## config.mk

```make
export PLATFORM = sky130hd
export DESIGN_NAME = i2c_target
export DESIGN_NICKNAME = d
export VERILOG_FILES = /design/src/rtl/i2c_target.sv
export SDC_FILE = /design/constraint.sdc
export NUM_CORES = 1
export LEC_CHECK = 0
export ABC_CLOCK_PERIOD_IN_PS = 3500
export CELL_PAD_IN_SITES_DETAIL_PLACEMENT = 0
export CELL_PAD_IN_SITES_GLOBAL_PLACEMENT = 2
export CORE_ASPECT_RATIO = 0.9
export CORE_MARGIN = 2
export CORE_UTILIZATION = 37
export CTS_BUF_LIST = sky130_fd_sc_hd__clkbuf_8
export DETAILED_ROUTE_END_ITERATION = 8
export PLACE_DENSITY = 0.95
export SYNTH_ARGS = -nofsm -noshare
export SYNTH_HDL_FRONTEND = slang
export SYNTH_SLANG_ARGS = --single-unit
export TNS_END_PERCENT = 30
```

## constraint.sdc

```tcl
create_clock -name clk -period 3.5 [get_ports clk]
set_input_delay 0.35 -clock clk [delete_from_list [all_inputs] [get_ports clk]]
set_output_delay 0.35 -clock clk [all_outputs]
set_load 0.005 [all_outputs]
```

## src/rtl/i2c_target.sv

```systemverilog
// I2C register-map target: oversampled SCL/SDA, open-drain SDA drive,
// write strobe per received data byte and a pointer-addressed read port.
module i2c_target #(
  parameter logic [6:0] DEVICE = 7'h39
) (
  input  logic       clk,
  input  logic       reset,
  input  logic       scl_i,
  input  logic       sda_i,
  output logic       sda_oe,
  output logic       wr_valid,
  output logic [7:0] wr_addr,
  output logic [7:0] wr_data,
  output logic [7:0] rd_addr,
  input  logic [7:0] rd_data,
  output logic       busy
);

  localparam logic [2:0] ST_IDLE = 3'd0;
  localparam logic [2:0] ST_DEV  = 3'd1;
  localparam logic [2:0] ST_REG  = 3'd2;
  localparam logic [2:0] ST_WR   = 3'd3;
  localparam logic [2:0] ST_RD   = 3'd4;

  logic [1:0] scl_sync_reg, sda_sync_reg;
  logic       scl_prev_reg, sda_prev_reg;
  logic       s_scl, s_sda;
  logic       scl_rise, scl_fall, start_det, stop_det;

  logic [2:0] state_reg;
  logic [3:0] bit_cnt_reg;
  logic [7:0] shift_reg;
  logic [7:0] ptr_reg;
  logic       ack_pend_reg;
  logic       rw_reg;
  logic [7:0] byte_in;

  // Synchronizers idle high so that reset release never looks like a START
  always_ff @(posedge clk) begin
    if (reset) begin
      scl_sync_reg <= 2'b11;
      sda_sync_reg <= 2'b11;
      scl_prev_reg <= 1'b1;
      sda_prev_reg <= 1'b1;
    end else begin
      scl_sync_reg <= {scl_sync_reg[0], scl_i};
      sda_sync_reg <= {sda_sync_reg[0], sda_i};
      scl_prev_reg <= scl_sync_reg[1];
      sda_prev_reg <= sda_sync_reg[1];
    end
  end

  assign s_scl     = scl_sync_reg[1];
  assign s_sda     = sda_sync_reg[1];
  assign scl_rise  = s_scl & ~scl_prev_reg;
  assign scl_fall  = ~s_scl & scl_prev_reg;
  assign start_det = s_scl & scl_prev_reg & sda_prev_reg & ~s_sda;
  assign stop_det  = s_scl & scl_prev_reg & ~sda_prev_reg & s_sda;
  assign byte_in   = {shift_reg[6:0], s_sda};
  assign rd_addr   = ptr_reg;

  always_ff @(posedge clk) begin
    if (reset) begin
      state_reg    <= ST_IDLE;
      bit_cnt_reg  <= 4'd0;
      shift_reg    <= 8'h00;
      ptr_reg      <= 8'h00;
      ack_pend_reg <= 1'b0;
      rw_reg       <= 1'b0;
      sda_oe       <= 1'b0;
      wr_valid     <= 1'b0;
      wr_addr      <= 8'h00;
      wr_data      <= 8'h00;
      busy         <= 1'b0;
    end else begin
      wr_valid <= 1'b0;
      if (start_det || stop_det) begin
        state_reg    <= start_det ? ST_DEV : ST_IDLE;
        bit_cnt_reg  <= 4'd0;
        ack_pend_reg <= 1'b0;
        busy         <= 1'b0;
        sda_oe       <= 1'b0;
      end else if (state_reg != ST_IDLE) begin
        if (scl_rise) begin
          if (bit_cnt_reg != 4'd8) begin
            bit_cnt_reg <= bit_cnt_reg + 4'd1;
            if (state_reg != ST_RD)
              shift_reg <= byte_in;
          end
          // 8th rising edge: a full byte has arrived from the master
          if (bit_cnt_reg == 4'd7) begin
            case (state_reg)
              ST_DEV: begin
                ack_pend_reg <= (byte_in[7:1] == DEVICE);
                busy         <= (byte_in[7:1] == DEVICE);
                rw_reg       <= byte_in[0];
              end
              ST_REG: begin
                ptr_reg      <= byte_in;
                ack_pend_reg <= 1'b1;
              end
              ST_WR: begin
                wr_valid     <= 1'b1;
                wr_addr      <= ptr_reg;
                wr_data      <= byte_in;
                ptr_reg      <= ptr_reg + 8'd1;
                ack_pend_reg <= 1'b1;
              end
              default: ;
            endcase
          end
          // 9th rising edge: ACK slot closes
          if (bit_cnt_reg == 4'd8) begin
            bit_cnt_reg  <= 4'd0;
            ack_pend_reg <= 1'b0;
            case (state_reg)
              ST_DEV:  state_reg <= ack_pend_reg ? (rw_reg ? ST_RD : ST_REG) : ST_IDLE;
              ST_REG:  state_reg <= ST_WR;
              ST_RD: begin
                ptr_reg <= ptr_reg + 8'd1;
                if (s_sda) begin
                  state_reg <= ST_IDLE;
                  busy      <= 1'b0;
                end
              end
              default: ;
            endcase
          end
        end else if (scl_fall) begin
          if (state_reg == ST_RD) begin
            if (bit_cnt_reg == 4'd0) begin
              shift_reg <= rd_data;
              sda_oe    <= ~rd_data[7];
            end else if (bit_cnt_reg == 4'd8) begin
              sda_oe <= 1'b0;
            end else begin
              shift_reg <= {shift_reg[6:0], 1'b0};
              sda_oe    <= ~shift_reg[6];
            end
          end else begin
            sda_oe <= (bit_cnt_reg == 4'd8) && ack_pend_reg;
          end
        end
      end
    end
  end

endmodule

```

After elaboration in Yosys (flattened, before gate mapping)

Cells that the tools add are included.

$mul: 0
Bitwise logic cells: 17
Div/mod/pow operators: 0
Equal/unequal tests: 13
Add/subtract/negate cells: 2
Reduce and logical (&&, ||, !) cells: 25
Order comparisons: 0
Mux-type cells: 34
Shift-type cells: 0

Operator list:

| cell                                                  | count |
|---|---|
| 2-to-1 mux 7 bit                                      | 7 |
| 2-to-1 mux 8 bit                                      | 3 |
| 2-to-1 mux 3 bit                                      | 7 |
| one-hot mux 8 bit (2 select lines)                    | 1 |
| AND reduction 5 bit                                   | 3 |
| nonzero test 2 bit                                    | 7 |
| 2-to-1 mux 1 bit                                      | 12 |
| NOT 1 bit                                             | 10 |
| one-hot mux 3 bit (3 select lines)                    | 1 |
| AND reduction 3 bit                                   | 3 |
| adder 8 x 1 -> 8 bit, second input constant           | 1 |
| 2-to-1 mux 4 bit                                      | 2 |
| AND 1 bit                                             | 7 |
| == test 7 x 6 -> 1 bit, second input constant         | 1 |
| AND reduction 7 bit                                   | 1 |
| == test 3 x 2 -> 1 bit, second input constant         | 2 |
| inequality test 3 bit, second input constant          | 2 |
| nonzero test 3 bit                                    | 2 |
| OR reduction 5 bit                                    | 1 |
| adder 4 x 1 -> 4 bit, second input constant           | 1 |
| == test 4 x 3 -> 1 bit, second input constant         | 1 |
| == test 4 bit, second input constant                  | 1 |
| logical NOT 4 bit                                     | 1 |
| inequality test 2 x 1 -> 1 bit, second input constant | 2 |
| other kinds (11)                                      | 12 |

Latch bits: 0
Register bits after elaboration: 49
Output and inout port bits: 27
ROM bits: 0
RAM bits: 0
Memories kept: 0
Input bits: 12

Longest topological paths before layout

Gate-level depths: netlist of the first run.

Depth after elaboration: 7
Mapped depth: 10

Worst setup path after synthesis of the first run

Ideal clock, no wire load.

Path kind: reg-to-reg
Start: register scl_prev_reg
End: register shift_reg[4]
Setup time: 0.088 ns
Stages on the path, launching flop included: 9
Data required time: 3.412 ns
Slack: 1.494 ns
Buffers on the path: 2
Arrival: 1.918 ns
Cell sequence: dfxtp_1 -> inv_1 -> ha_1 -> buf_2 -> or4b_4 -> a211oi_4 -> buf_6 -> a21oi_1 -> a311oi_2

Word-level cells in the longest chain between the ends: 6

RTL lines:

| item                                             | line   | RTL |
|---|---|---|
| start: declaration                               | 26     | `logic scl_prev_reg, sda_prev_reg;` |
| start signal: assignment                         | 48     | `scl_prev_reg <= scl_sync_reg[1];` |
| AND 1 bit                                        | 57, 58 |  |
| AND 1 bit, on equally long branches (2 in a row) | 57, 58 |  |
| logical OR 1 bit                                 | 77     | `if (start_det \|\| stop_det) begin` |
| NOT 1 bit (no source line)                       | --     |  |
| AND reduction 7 bit (no source line)             | --     |  |
| end signal: assignment                           | 88     | `shift_reg <= byte_in;` |
| end signal: assignment                           | 132    | `shift_reg <= rd_data;` |
| end signal: assignment                           | 137    | `shift_reg <= {shift_reg[6:0], 1'b0};` |
| end: declaration                                 | 32     | `logic [7:0] shift_reg;` |

Parallel ways exist; a longest one is shown, timed or not.
A chain may end at the register's enable or synchronous reset.

Worst setup path after layout of the first run

Start: register scl_prev_reg
End: register shift_reg[0]

The elaborated chain is that of the path after synthesis.

==> metrics.txt, run 1 <==
status=complete, no violations; Final Core Density=46.22%; Net Count, Synth=289; critical path depth in cells=7; initial antenna violation count=0; Clock Pin Slew Worst Setup and Hold Paths=0.09 ns; YS warnings=0; area grow syn2layout=20.74%; Die Ht=~80 µm; Slew Limit Fails=0; Sink Count=~50; # DRC=0; final wirelength=6223 µm; Finished Layout Cells=391; Pwr per Cell Area=336.4 mW/mm²; Final Hold Vio Count=0; slowest cell delay on critical path=0.57 ns; crit path to=shift_reg[0]; Layout Nets=318; antenna fix cells=0; Syn Area/Cell=9.303 µm²; register area share after synthesis=38.91%; delay-heaviest family, CP=compound AO/OA/AOI/OAI gates; Routed Antenna Nets=0; Setup crit start=scl_prev_reg; Hold Path Class=reg2reg; fraction of registers with async set/reset=0%; hpwl dp=4291 µm; worst r2r dst=shift_reg[0]; Initial Util=38.28%; CTS H-tree depth=2; routed length per placed instance=15.92 µm; Max Cap Viol=0; Placed Cells=383; post-CTS setup buffer count=0; Placer Congestion=roughly 0.83; num rows=28; IO Port Bufs=38; worst-path fanout max=14; CP Cell Sequence=inv_1 > ha_1 > or4b_4 > a211oi_4 > nand2_1 > a221oi_1 > nor3_1; GRT overflow=0; Die W=91.01 µm; die area=0.007491 mm²; Ports=39; RSZ-0062 raised after global routing=false; Max Root-Sink Buffers=2; Max VDD drop=0.1653 mV; wire length of the first global-routing pass=10030 µm; Yosys top cell by area=dfxtp_1; Crit Path Class=reg2reg; r2r startpoint=scl_prev_reg; CTS tree=yes; TNS Setup=0 ns; Iteration-0 DRC Markers=about 130; Root Driver=clkbuf_8; Crit path buffers/inverters=1; share of layout cells above drive strength 1=8.638%; Gates resized, CTS repair=0; Post-synth EDFFs=0; CP Launch Type=flop; clk_lat worst skew=0.31 ns; final setup fails=0; Yosys cell types=55; most frequent cells in the layout=dfxtp_1 (49), clkdlybuf4s50_1 (38), nor2_1 (29), mux2i_1 (27), a21oi_1 (15); r2r setup slk=around 1.1 ns; Synth area leaders=dfxtp_1 (39%), mux2i_1 (11%), nor2_1 (4.3%); commonest non-fill, non-tap cell in the layout=dfxtp_1; Peak Freq=0.4228 GHz; Vias=between 2000 and 2500; DR vias/cell=5.381; GRT Util Overall=16.94%; Slew Limit Headroom=49.74%; Mapped Area=0.002521 mm²; fin crit period=approximately 2.4 ns; pin count of the biggest net entering global routing=41; CORE AREA=0.006586 mm²; Worst Max-Slew Pin Slew=between 0.7 and 0.8 ns; Crit. End Element=flop; register bit total from synthesis=49; Num CTS Buffers=5; TritonRoute pass-1 iters=4; design area=0.003044 mm²; crit share post-route=67.57%; total power=0.001024 W; arrival time worst endpoint=2.55 ns; Mapped Cells=271; critical path required time=3.68 ns; Worst Skew=0.007520 ns; CP max-delay cell=a211oi_4; hold_buf cts=0; vias in the first global route=1959; Synth top area share=roughly two fifths; cells on worst reg2reg path=7; placement-stage cell area=0.002929 mm²; Post-synth top flop=dfxtp_1; Pleak=1.023 nW
-- kinds of logic after synthesis --
family	Yosys count	share of synthesized area, %
AND/OR/NAND/NOR	87	18.31
AO/OA/AOI/OAI	69	21.74
flip-flops	49	38.91
buffers and inverters	28	5.608
multiplexers	27	10.72
adder cells (fa/ha/maj)	6	2.978
XOR/XNOR	5	1.737
-- how the worst min path moves through the flow --
| stage | cells after the start | end | start |
|---|---|---|---|
| global placement | 1 | sda_sync_reg[1] | sda_sync_reg[0] |
| detailed placement | 1 | sda_sync_reg[1] | sda_sync_reg[0] |
| floorplan | 1 | scl_sync_reg[1] | scl_sync_reg[0] |
| CTS | 1 | sda_sync_reg[1] | sda_sync_reg[0] |
| finish | 1 | sda_sync_reg[1] | sda_sync_reg[0] |
| global route | 1 | sda_sync_reg[1] | sda_sync_reg[0] |
-- power breakdown --
| group | leakage [nW] | total, W | internal [W] | switching [W] |
|---|---|---|---|---|
| logic | 0.573 | 0.0000472 | 0.0000215 | 0.0000257 |
| clock network | 0.0543 | 0.000414 | 0.000214 | 0.000200 |
| registers | 0.396 | 0.000563 | 0.000560 | 0.00000326 |
-- metal layers --
layer,part of all wire [%],GRT usage [%],vias up
met5,0,0,-
met4,1.7,6.061,0
met3,3.4,2.813,9
met2,42,25.63,44
met1,53,24.44,998
li1,-,-,1053
-- cell type report --
| cell class | instances | area (µm²) |
|---|---|---|
| clock buffer | 5 | 68.82 |
| clock inverter | 3 | 46.29 |
| fill | 642 | 3542 |
| inverter | 9 | 33.78 |
| multi-input combinational | 194 | 1399 |
| sequential | 49 | 980.9 |
| tap | 90 | 112.6 |
| timing repair buffer | 41 | 402.9 |
-- synthesized netlist by cell type, types with 4 or more instances --
master and n:
dfxtp_1 49, o31ai_1 4, a31oi_1 4, a221o_1 5, clkbuf_1 7, buf_2 4, xnor2_1 4, nor3_1 6
nor2_1 29, ha_1 6, nor2b_1 5, nand3_1 5, nand2b_1 5, mux2i_1 27, a21oi_1 15, inv_1 9
o21ai_0 6, or2_2 6, nand2_1 11, a311oi_1 6
-- stage by stage --
step / setup slack, ns / hold WS, ns
after floorplan: 1.494 / 0.3895
after global placement: 1.239 / 0.3910
after detailed placement: 1.189 / 0.3980
after CTS: 1.148 / 0.4196
after global routing: 0.9285 / 0.4315
final: 1.135 / 0.4161
Power figures use the tool's default switching activity.
==> run 2, diff against run 1 <==
- ABC_CLOCK_PERIOD_IN_PS: 3500 -> 2000
- CORE_UTILIZATION: 37 -> 31
- PLACE_DENSITY: 0.95 -> 0.87
- clock period: 3.5 -> 2 ns (I/O delays scaled with it)
==> run 2 against run 1 <==
Against the previous run: register-to-register slack got worse by 1.1 ns; wire length increased by 3.1%; utilization decreased by 4.9 points; critical path depth unchanged; highest routed layer unchanged.
==> metrics.txt, run 2 (synthesis gave the netlist of run 1 again) <==
Num CTS Buffers=5 (unchanged); Max VDD drop=0.2816 mV (+70%); TritonRoute pass-1 iters=4 (unchanged); Peak Freq=0.5221 GHz (+23%); hold_buf cts=0 (unchanged); Ports=39 (unchanged); status=complete, no violations; antenna fix cells=0 (unchanged); Finished Layout Cells=427 (+9.2%); Layout Nets=345 (+8.5%); critical path required time=2.20 ns (-1.48 ns); die area=0.008871 mm² (+18%); arrival time worst endpoint=2.12 ns (-0.43 ns); fillcell total=788 (+23%); Placed Cells=414 (+8.1%); r2r startpoint=bit_cnt_reg[0]; CTS H-tree depth=2 (unchanged); worst-path fanout max=5 (-9); TNS Setup=0 ns (unchanged); Routed Antenna Nets=0 (unchanged); Final Hold Vio Count=0 (unchanged); Crit Path Class=reg2reg; Root Driver=clkbuf_8; Iteration-0 DRC Markers=92 (-31%); Pleak=1.170 nW (+14%); Initial Util=31.55% (-6.7 points); final wirelength=6414 µm (+3.1%); area grow syn2layout=31.02%; most frequent cells in the layout=dfxtp_1 (47), clkdlybuf4s50_1 (38), nor2_1 (29), mux2i_1 (27), buf_4 (26); Slew Limit Headroom=59.90% (+10 points); final setup fails=0 (unchanged); Sink Count=49 (unchanged); Clock Pin Slew Worst Setup and Hold Paths=0.10 ns (about the same); Max Root-Sink Buffers=2 (unchanged); Setup crit start=bit_cnt_reg[0]; share of layout cells above drive strength 1=17.99% (+9.3 points); CP Launch Type=flop; Worst Max-Slew Pin Slew=0.5932 ns (-0.1567 ns); DR vias/cell=5.122 (-4.8%); Max Cap Viol=0 (unchanged); IO Port Bufs=38 (unchanged); # DRC=0 (unchanged); Worst Skew=0.008646 ns (+0.001126 ns); Hold Path Class=reg2reg; vias in the first global route=1985 (+1.3%); Vias=2187 (+3.9%); crit share post-route=95.76% (+28 points); Slew Limit Fails=0 (unchanged); RSZ-0062 raised after global routing=true; fin crit period=1.915 ns (-0.4497 ns); Die W=99.06 µm (+8.8%); CORE AREA=0.007990 mm² (+21%); GRT overflow=0 (unchanged); CTS tree=yes; Pwr per Cell Area=520.9 mW/mm² (+55%); Crit. End Element=flop; num rows=31 (+11%); hpwl dp=4654 µm (+8.5%); Placer Congestion=0.8040 (-3.2%); wire length of the first global-routing pass=10270 µm (+2.4%); routed length per placed instance=15.02 µm (-5.6%); pin count of the biggest net entering global routing=30 (-27%); Hold Crit Start=sda_sync_reg[0]; commonest non-fill, non-tap cell in the layout=dfxtp_1; initial antenna violation count=0 (unchanged); GRT Util Overall=14.54% (-2.4 points); clk_lat worst skew=0.31 ns (about the same); Die Ht=89.56 µm (+8.8%)
## run 2: worst paths after layout
check / to / slack (ns) / depth (start not counted)
worst max-delay path: rd_addr[7] / 0.08 / 7
worst min-delay path: sda_sync_reg[1] / 0.41 / 1
worst max register to register: rd_addr[7] / 0.08 / 7
worst min register to register: sda_sync_reg[1] / 0.41 / 1
## run 2: metal layers
layer | global-route usage [%] | routed length, µm | up-vias
li1 | - | - | 1111
met5 | 0 | 0 | -
met4 | 3.487 | 46 | 0
met2 | 21.38 | 2723 | 43
met1 | 21.79 | 3386 | 1029
met3 | 2.893 | 257 | 4
## run 2: area by class of cell
cell class	count	area (µm²)	share of cell area, %
clock buffers	5	68.82	2.083
clock inverters	3	28.78	0.8712
inverters	9	33.78	1.023
multi-input cells	194	1413	42.76
flip-flops and latches	49	983.4	29.77
well taps	99	123.9	3.750
repair buffers	68	651.9	19.73
## run 2: critical path: stages, from the launching register on
cell,delay [ns]
dfxtp_1,0.36
inv_1,0.07
ha_1,0.18
nand3b_1,0.18
or2_1,0.35
a21boi_2,0.21
nor2_1,0.10
a221o_1,0.35
## run 2: timing repair
action / CTS / global route
setup endpoints to repair: 0 / 10
buffers inserted: 0 / 4
gates resized for setup: 0 / 6
hold endpoints to repair: 0 / 0
## run 2: where the power goes
group	switching [W]	leakage (nW)	internal, W
Sequential	0.00000299	0.396	0.000980
Combinational	0.0000503	0.723	0.0000454
Clock	0.000379	0.0506	0.000262
Total	0.000432	1.17	0.00129
## run 2: stage by stage
step | worst slack (ns) | hold WS (ns) | utilization, % | instance area [µm²] | power (W)
2_1_floorplan | -0.002783 | 0.3038 | - | 2529 | 0.001058
3_3_place_gp | 0.06144 | 0.3921 | 39.20 | 3132 | 0.001100
3_5_place_dp | 0.04043 | 0.3923 | 39.20 | 3132 | 0.001100
4_1_cts | 0.01350 | 0.4163 | 40.42 | 3229 | 0.001745
5_1_grt | -0.002000 | 0.4350 | 41.34 | 3303 | 0.001788
6_report | 0.08476 | 0.4144 | 41.34 | 3303 | 0.001720
==> run 3, diff against run 2 <==
- ABC_CLOCK_PERIOD_IN_PS: 2000 -> 2100
- CORE_UTILIZATION: 31 -> 34
- PLACE_DENSITY: 0.87 -> not set
- PLACE_DENSITY_LB_ADDON: not set -> 0.1
- clock period: 2 -> 2.1 ns (I/O delays scaled with it)
==> run 3 against run 2 <==
Against the previous run: via count down 1.2%; total power down 4.6%; die area down 8.5%; register-to-register slack is essentially flat; clock-buffer cell count stayed put; first-iteration DRC count rose by 9.8%; non-clock buffer count fell by 11; combinational power shrank 7.9%; final cell count fell by 4.0%; utilization increased by 3.3 points; critical path type unchanged.
==> metrics.txt, run 3 (synthesis gave the netlist of run 1 again) <==
post-CTS setup buffer count=0 (unchanged); Ports=39 (unchanged); clock power share=37.5% (+0.2 points); hold depth=1 (unchanged); Hold Path Class=reg2reg; DR vias/cell=5.268 (+2.9%); cells on worst reg2reg path=5 (-2); sequential power share=57.1% (about the same); Peak Freq=0.4990 GHz (-4.4%); CTS H-tree depth=2 (unchanged); Pleak=1.102 nW (-5.8%); GRT overflow=0 (unchanged); arrival time worst endpoint=2.21 ns (+0.09 ns); TNS Setup=0 ns (unchanged); critical path required time=2.31 ns (+0.11 ns); CP Launch Type=flop; Pwr per Cell Area=517.6 mW/mm² (-0.63%); Max Cap Viol=0 (unchanged); fin crit period=2.004 ns (+0.08872 ns); total power=0.001642 W (-4.6%); die area=0.008121 mm² (-8.5%); antenna fix cells=0 (unchanged); # DRC=0 (unchanged); Crit Path Class=reg2reg; Worst Max-Slew Pin Slew=0.4891 ns (-0.1041 ns); Iteration-0 DRC Markers=101 (+9.8%); Slew Limit Fails=0 (unchanged); Fin Hold WS=0.4171 ns (+0.002752 ns); P_sw=0.0004163 W (-3.7%); Root Driver=clkbuf_8; status=complete, no violations; CTS tree=yes; Num CTS Buffers=5 (unchanged); hold_buf cts=0 (unchanged); TritonRoute pass-1 iters=4 (unchanged); switch share=25.36% (+0.23 points); RSZ-0062 raised after global routing=true; Max Root-Sink Buffers=2 (unchanged); most frequent cells in the layout=dfxtp_1 (48), clkdlybuf4s50_1 (38), nor2_1 (29), mux2i_1 (27), buf_4 (17); Clock Pin Slew Worst Setup and Hold Paths=0.10 ns (about the same); pre-CTS WS=0.08068 ns (+0.04025 ns); fillcell total=717 (-9.0%); Final Core Density=44.60% (+3.3 points); wire length of the first global-routing pass=10550 µm (+2.7%); pin count of the biggest net entering global routing=23 (-23%); crit share post-route=95.43% (-0.34 points); final wirelength=6609 µm (+3.0%); Initial Util=35.45% (+3.9 points); Routed Antenna Nets=0 (unchanged); IO Port Bufs=38 (unchanged); Pint=0.001225 W (-4.9%); CORE AREA=0.007112 mm² (-11%); Max VDD drop=0.1934 mV (-31%); worst-path fanout max=9 (+4); Layout Nets=334 (-3.2%); fin worst setup slack=0.09604 ns (+0.01128 ns); vias in the first global route=2021 (+1.8%); Placer Congestion=0.7971 (-0.86%); Gates resized, CTS repair=0 (unchanged); Crit. End Element=flop; Sink Count=49 (unchanged); Worst Skew=0.007861 ns (-0.0007852 ns); Final Hold Vio Count=0 (unchanged); final setup fails=0 (unchanged); share of layout cells above drive strength 1=13.88% (-4.1 points); commonest non-fill, non-tap cell in the layout=dfxtp_1; routed length per placed instance=16.12 µm (+7.3%); num rows=29 (-6.5%); Comb power frac=5.4% (-0.2 points); Slew Limit Headroom=66.94% (+7.0 points); area grow syn2layout=25.81%; GRT Util Overall=16.90% (+2.4 points); hpwl dp=4727 µm (+1.6%); clk_lat worst skew=0.31 ns (about the same); Vias=2160 (-1.2%); initial antenna violation count=0 (unchanged); Die Ht=85.69 µm (-4.3%); Die W=94.77 µm (-4.3%)
run 3: cell types whose count changed in the layout (fill, tap and decap cells not counted), sizes merged:
cell    previous run  this run
clkbuf             6         5
buf               29        19
run 3: critical path, cell delays in order (launching register included):
cell	delay (ns)
dfxtp_1	0.51
or3b_1	0.43
or2_1	0.30
a21boi_2	0.19
nor2_1	0.10
a221o_1	0.36
run 3: layout make-up:
type | instances | area, µm² | share of cell area [%]
clock buffers | 5 | 68.82 | 2.170
clock inverters | 3 | 28.78 | 0.9073
inverters | 9 | 33.78 | 1.065
multi-input cells | 194 | 1403 | 44.22
flip-flops and latches | 49 | 982.2 | 30.97
well taps | 93 | 116.4 | 3.669
repair buffers | 57 | 539.3 | 17.00
run 3: routing by layer:
metal | GRT usage, % | part of all wire, % | up-vias
li1 | - | - | 1079
met1 | 25.31 | 54 | 1030
met2 | 24.63 | 42 | 46
met3 | 3.251 | 3.5 | 5
met4 | 4.743 | 0.83 | 0
met5 | 0 | 0 | -
run 3: final timing paths:
kind / from / to / slack [ns]
min reg2reg: scl_sync_reg[0] / scl_sync_reg[1] / 0.42
min: scl_sync_reg[0] / scl_sync_reg[1] / 0.42
max reg2reg: state_reg[2] / rd_addr[7] / 0.1
max: state_reg[2] / rd_addr[7] / 0.1
run 3: metrics by stage:
| stage | instances | instance area [µm²] |
|---|---|---|
| 6_report | 410 | 3172 |
| 5_1_grt | 410 | 3172 |
| 4_1_cts | 410 | 3163 |
| 3_5_place_dp | 402 | 3065 |
| 3_3_place_gp | 402 | 3065 |
| 2_1_floorplan | 271 | 2521 |
run 3: power by group through the flow:
| stage | Combinational [W] | Sequential, W | Clock [W] |
|---|---|---|---|
| floorplan | 0.0000499 | 0.000957 | 0 |
| global placement | 0.0000898 | 0.000958 | 0 |
| detailed placement | 0.0000884 | 0.000958 | 0 |
| CTS | 0.0000889 | 0.000937 | 0.000644 |
| global route | 0.0000956 | 0.000938 | 0.000679 |
| finish | 0.0000882 | 0.000937 | 0.000616 |
